[src/rtl/lvds_rx_word_aligner.sv]
// Serial-to-parallel word aligner for an LVDS receive lane.
// Hunts for a sync word, verifies alignment, then emits aligned words.
module lvds_rx_word_aligner #(
    parameter int               WIDTH        = 10,
    parameter logic [WIDTH-1:0] SYNC_PATTERN = 10'b0011111010,
    parameter int               LOCK_COUNT   = 3,
    parameter int               ERR_LIMIT    = 2
) (
    input  logic             CLK,
    input  logic             RST,
    input  logic             CE,
    input  logic             DIN,
    output logic [WIDTH-1:0] DOUT,
    output logic             DOUT_VALID,
    output logic             IS_SYNC,
    output logic             LOCKED,
    output logic [3:0]       BIT_POS
);

    localparam int SW = $clog2(LOCK_COUNT + 1);
    localparam int EW = $clog2(ERR_LIMIT + 1);
    localparam logic [3:0]    LAST     = 4'(WIDTH - 1);
    localparam logic [SW-1:0] SYNC_MAX = SW'(LOCK_COUNT);
    localparam logic [EW-1:0] ERR_MAX  = EW'(ERR_LIMIT);

    typedef enum logic [1:0] {
        HUNT,
        VERIFY,
        LOCK
    } state_t;

    state_t           state, state_d;
    logic [WIDTH-2:0] sr, sr_d;
    logic [3:0]       bit_cnt, bit_d;
    logic [SW-1:0]    sync_cnt, sync_d, sync_inc;
    logic [EW-1:0]    mis_cnt, mis_d, mis_inc;
    logic [WIDTH-1:0] dout_d;
    logic             valid_d;
    logic             is_sync_d;
    logic             locked_d;
    logic [WIDTH-1:0] win;
    logic             match;
    logic             at_last;

    assign win      = {sr, DIN};
    assign match    = (win == SYNC_PATTERN);
    assign at_last  = (bit_cnt == LAST);
    assign sync_inc = (sync_cnt == SYNC_MAX) ? sync_cnt : sync_cnt + SW'(1);
    assign mis_inc  = (mis_cnt == ERR_MAX) ? mis_cnt : mis_cnt + EW'(1);
    assign BIT_POS  = bit_cnt;

    // Next-state and output decode; everything holds unless CE is high.
    always_comb begin
        state_d   = state;
        sr_d      = sr;
        bit_d     = bit_cnt;
        sync_d    = sync_cnt;
        mis_d     = mis_cnt;
        dout_d    = DOUT;
        is_sync_d = IS_SYNC;
        locked_d  = LOCKED;
        valid_d   = 1'b0;
        if (CE) begin
            sr_d  = win[WIDTH-2:0];
            bit_d = at_last ? 4'd0 : bit_cnt + 4'd1;
            unique case (state)
                HUNT: begin
                    if (match) begin
                        bit_d  = 4'd0;
                        sync_d = SW'(1);
                        if (LOCK_COUNT == 1) begin
                            state_d  = LOCK;
                            locked_d = 1'b1;
                            mis_d    = '0;
                        end else begin
                            state_d = VERIFY;
                        end
                    end
                end
                VERIFY: begin
                    if (at_last) begin
                        if (match) begin
                            sync_d = sync_inc;
                            if (sync_inc == SYNC_MAX) begin
                                state_d  = LOCK;
                                locked_d = 1'b1;
                                mis_d    = '0;
                            end
                        end else begin
                            state_d = HUNT;
                            sync_d  = '0;
                        end
                    end
                end
                LOCK: begin
                    if (at_last) begin
                        dout_d    = win;
                        is_sync_d = match;
                        valid_d   = 1'b1;
                        if (match) begin
                            mis_d = '0;
                        end
                    end else if (match) begin
                        mis_d = mis_inc;
                        if (mis_inc == ERR_MAX) begin
                            // Reuse the misaligned sync as the new anchor.
                            locked_d = 1'b0;
                            bit_d    = 4'd0;
                            sync_d   = SW'(1);
                            state_d  = VERIFY;
                            if (LOCK_COUNT == 1) begin
                                state_d  = LOCK;
                                locked_d = 1'b1;
                                mis_d    = '0;
                            end
                        end
                    end
                end
                default: begin
                    state_d = HUNT;
                end
            endcase
        end
    end

    // State, datapath and output registers with synchronous reset.
    always_ff @(posedge CLK) begin
        if (RST) begin
            state      <= HUNT;
            sr         <= '0;
            bit_cnt    <= '0;
            sync_cnt   <= '0;
            mis_cnt    <= '0;
            DOUT       <= '0;
            DOUT_VALID <= 1'b0;
            IS_SYNC    <= 1'b0;
            LOCKED     <= 1'b0;
        end else begin
            state      <= state_d;
            sr         <= sr_d;
            bit_cnt    <= bit_d;
            sync_cnt   <= sync_d;
            mis_cnt    <= mis_d;
            DOUT       <= dout_d;
            DOUT_VALID <= valid_d;
            IS_SYNC    <= is_sync_d;
            LOCKED     <= locked_d;
        end
    end

endmodule

[config.mk]
export PLATFORM = sky130hd
export DESIGN_NAME = lvds_rx_word_aligner
export DESIGN_NICKNAME = d
export VERILOG_FILES = /design/src/rtl/lvds_rx_word_aligner.sv
export SDC_FILE = /design/constraint.sdc
export NUM_CORES = 1
export LEC_CHECK = 0
export ABC_CLOCK_PERIOD_IN_PS = 1600
export BUFFER_PORTS_ARGS = -buffer_cell sky130_fd_sc_hd__buf_2
export CAP_MARGIN = 40
export CORE_ASPECT_RATIO = 1.4
export CORE_MARGIN = 3
export CORE_UTILIZATION = 50
export CTS_BUF_LIST = sky130_fd_sc_hd__clkbuf_16
export DETAILED_ROUTE_END_ITERATION = 16
export PLACE_DENSITY = 0.72
export RECOVER_POWER = 100
export SETUP_SLACK_MARGIN = 0.4
export SKIP_LAST_GASP = 1
export SYNTH_ARGS = -nofsm -noshare
export SYNTH_HDL_FRONTEND = slang
export SYNTH_SLANG_ARGS = --single-unit
[constraint.sdc]
create_clock -name CLK -period 1.6 [get_ports CLK]
set_input_delay 0.16 -clock CLK [delete_from_list [all_inputs] [get_ports CLK]]
set_output_delay 0.16 -clock CLK [all_outputs]
set_load 0.1 [all_outputs]
==> impl_results.md <==
- Port Buffers: 20
- Hold buffer count at CTS: 0
- Maximum number of pins on one net before global-route repair: 22
- Parity-gate share of the synthesized area counting xor and xnor cells: 0%
- Launch point of the worst path: state[0]
- Worst hold endpoint: DOUT[0]
- Post-Syn Nets: 186
- Die X-Extent: 53.3 microns
- Slew HR: 49.1%
- Register-to-register setup slack: 30 ps
- Startpoint of the lowest-slack register-to-register path: state[0]
- Area share of the largest cell type after synthesis: 41.0%
- Fraction of synthesis flops using an asynchronous set or reset pin: 0%
- Library cell contributing the largest single delay on the critical path: sky130_fd_sc_hd__dfxtp_2
- Reported max-cap violation count: 0
- Total area of multi-input combinational cells: 1080 sq um
- Max-slew violation count: 0
- Crit path time final: 1570 ps
- Unique cell type count in the Yosys netlist: 45
- Final setup violation count: 0
- Worst reg2reg path depth: 7
- Min setup slack post-route: 27.0 ps
- Share of the cycle needed by the critical path after routing: 98.3%
- Sequential-to-total area share from yosys stat: 41.0%
- Combinational family with the most area after synthesis: simple AND/OR/NAND/NOR gates
- Library cell occupying the most area in the post-synthesis netlist: sky130_fd_sc_hd__dfxtp_1
- Post-placement worst setup slack: -51.7 ps
- Number of synthesized register bits: 32
- Data arrival, critical path: 1780 ps
- Result of the run: completed
- Multiplexer share of the synthesized area: 8.72%
- Antenna violations before repair: 0
- Post-route clock skew: 2.56 ps
- Count of filler cells inserted in the layout: 174
- Number of clock sinks: 32
- Synthesis Warnings: 0
- TritonCTS clock tree: built
- EDFF count, synth: 0
- Synthesized-area fraction occupied by adder cells: 5.60%
- Number of I/O pins: 21
- Area delta synth->final: 52.4%
- Critical register-to-register path endpoint: state[1]
- Initial Util: 53.3%
- Ratio of total power to cell area: 832 nW/um^2
- Share of layout cells above drive strength 1: 47.8%
- Top cell types by occurrence after synthesis: sky130_fd_sc_hd__dfxtp_1 (32), sky130_fd_sc_hd__nand2_1 (23), sky130_fd_sc_hd__nor2_1 (18), sky130_fd_sc_hd__a21oi_1 (12), sky130_fd_sc_hd__mux2i_1 (11)
- Final HPWL from detailed placement: 2640 microns
- Most used flip-flop cell after synthesis: sky130_fd_sc_hd__dfxtp_1
- First-pass GRT wire length: 6950 microns
- Clock Pin Slew Worst Setup and Hold Paths: 50 ps
- Unrepaired setup endpoints after global routing: yes
- Floorplan core area: 2940 sq um
- Number of core rows: 23
- Cell-by-cell listing of the critical path: inv_4 -> ha_4 -> buf_6 -> o21ai_4 -> buf_4 -> a41oi_1 -> a21boi_2
- Detailed-routing iteration count for the pre-antenna-repair pass: 4
- Number of violations reported at the end of detailed-routing iteration 0: 36
- GR Util All Layers: 24.7%
- Final-layout setup total negative slack: 0 ps
- Req. time, crit path: 1800 ps
- Weighted congestion reported at the end of routability-driven placement: 0.889
- Number of instances on the worst hold path: 3
- Mean number of vias per cell: 5.61
- Reported leakage power: 0.889 nW
- Total power draw: 1.98 mW
- Total Wirelength: 4390 microns
- Longest individual stage delay on the worst path: 360 ps
- Top cells by area in the synthesized netlist: sky130_fd_sc_hd__dfxtp_1 (41%), sky130_fd_sc_hd__mux2i_1 (7.0%), sky130_fd_sc_hd__ha_1 (5.6%)
- Actual slew at the worst max-slew pin: 764 ps
- Syn Std Cell Area: 1560 sq um
- Fmax: 636 MHz
- Max clock buf depth: 2
- Compound-cell area share of the yosys netlist: 15.5%
- DIE HEIGHT: 72.2 microns
- H-tree depth: 2
- Endpoint kind of the worst setup timing path: register
- Root buffer selected by CTS: sky130_fd_sc_hd__clkbuf_16
- Net count of the finished layout: 234
- Aggregate global routing overflow: 0
- Mean Syn Cell Area: 8.94 sq um
- Leading cell type by number of instances after synthesis: sky130_fd_sc_hd__dfxtp_1
- Final antenna-violating net count: 0
- Clk_lat worst skew: 280 ps
- DRC Markers: 0
- Final Hold Fails: 0
- Average detailed-routed wire length per instance: 16.8 microns
- Area fraction in and, or, nand and nor cells after synthesis: 24.2%
- Count of mapped cells out of synthesis: 175
- Highest net fanout along the worst path: 6
- Vias in the first global route: 1480
- IR Drop Worst-Case VDD: 1180 uV
- Routed via count: 1463
- Area of the die: 3840 sq um
- Critical setup path kind: register to register
- Worst min-delay path class: input port to register
- Sequential cell area in the final layout: 676 sq um
- Antenna Diode Count: 0
- Startpoint type of the worst setup path: register
- Number of clock buffers inserted by TritonCTS: 5
- Worst Hold Launch: DIN
[state kept, by name, summed over array words and instances (netlist names)]
| name | flops |
|---|---|
| BIT_POS | 4 |
| mis_cnt | 2 |
| DOUT | 10 |
| DOUT_VALID | 1 |
| state | 2 |
| LOCKED | 1 |
| IS_SYNC | 1 |
| sync_cnt | 2 |
| sr | 9 |
[worst max-delay path, delay by kind of cell (launching register included)]
| family | cells | cell delay [ps] |
|---|---|---|
| flip-flops | 1 | 360 |
| AO/OA/AOI/OAI | 3 | 560 |
| adder cells (fa/ha/maj) | 1 | 190 |
| buffers and inverters | 3 | 390 |
[metal layers]
layer  global-route usage [%]  wire, microns  part of all wire (%)  up-vias
met2                     42.4           2400                    55       31
met1                     28.3           1730                    39      699
li1                         -              -                     -      722
met5                        0              0                     0        -
met3                     6.57            172                   3.9       11
met4                     9.38             92                   2.1        0
[where the power goes]
part	internal, mW	switching, mW
Sequential	0.795	0.00878
Clock	0.722	0.331
Combinational	0.0471	0.0784
[through the flow]
stage / utilization, % / hold slack, ps / area (sq um) / std cells
floorplan: - / 296 / 1620 / 175
global placement: 64.7 / 426 / 1900 / 244
detailed placement: 64.7 / 445 / 1900 / 244
CTS: 80.8 / 146 / 2370 / 259
global route: 81.2 / 189 / 2380 / 261
finish: 81.2 / 154 / 2380 / 261
[worst max-delay path by stage]
stage,to,slack (ps),depth (start not counted)
global placement,mis_cnt[1],10,5
finish,state[1],30,7
global route,sync_cnt[1],-9,8
floorplan,state[0],-160,6
CTS,sync_cnt[1],80,6
detailed placement,state[0],-50,7
[final cells by class]
cell class | count | share of cell area [%]
Inverter | 10 | 1.78
Sequential cell | 32 | 28.3
Tap cell | 37 | 1.94
Multi-Input combinational cell | 124 | 45.2
Timing Repair Buffer | 50 | 15.9
Clock inverter | 3 | 1.57
Clock buffer | 5 | 5.25
[placed cells by master, fill, tap and decap left out, types with 3 or more instances in the layout]
cell                        netlist  final
sky130_fd_sc_hd__a21oi_1         12     10
sky130_fd_sc_hd__buf_2            5      4
sky130_fd_sc_hd__buf_4            0     21
sky130_fd_sc_hd__buf_6            0      4
sky130_fd_sc_hd__clkbuf_16        0      5
sky130_fd_sc_hd__clkbuf_2         0     17
sky130_fd_sc_hd__dfxtp_1         32     20
sky130_fd_sc_hd__dfxtp_2          0      4
sky130_fd_sc_hd__dfxtp_4          0      8
sky130_fd_sc_hd__ha_4             0      5
sky130_fd_sc_hd__inv_1           10      6
sky130_fd_sc_hd__mux2i_1         11     10
sky130_fd_sc_hd__nand2_1         23     22
sky130_fd_sc_hd__nand2b_1         6      5
sky130_fd_sc_hd__nand4_1          4      4
sky130_fd_sc_hd__nor2_1          18     16
sky130_fd_sc_hd__nor4_4           0      3
sky130_fd_sc_hd__o21ai_1          2      3
sky130_fd_sc_hd__or3_1            3      3
[cell families (layout without fill, tap and decap cells)]
| kind of cell | count (synthesis) | in the layout |
|---|---|---|
| AOI/OAI and AO/OA | 32 | 32 |
| DFF | 32 | 32 |
| adders and majority gates | 7 | 7 |
| buffers and inverters | 19 | 68 |
| and+or+nand+nor | 72 | 72 |
| muxes | 13 | 13 |
[what timing repair did]
item                                    4_1_cts  5_1_grt
endpoints found under the setup margin       31       29
pin swaps                                     8       10
setup buffers                                 6        2
resized for setup                            57       19
gates cloned                                  1        0
Power figures use the tool's default switching activity.
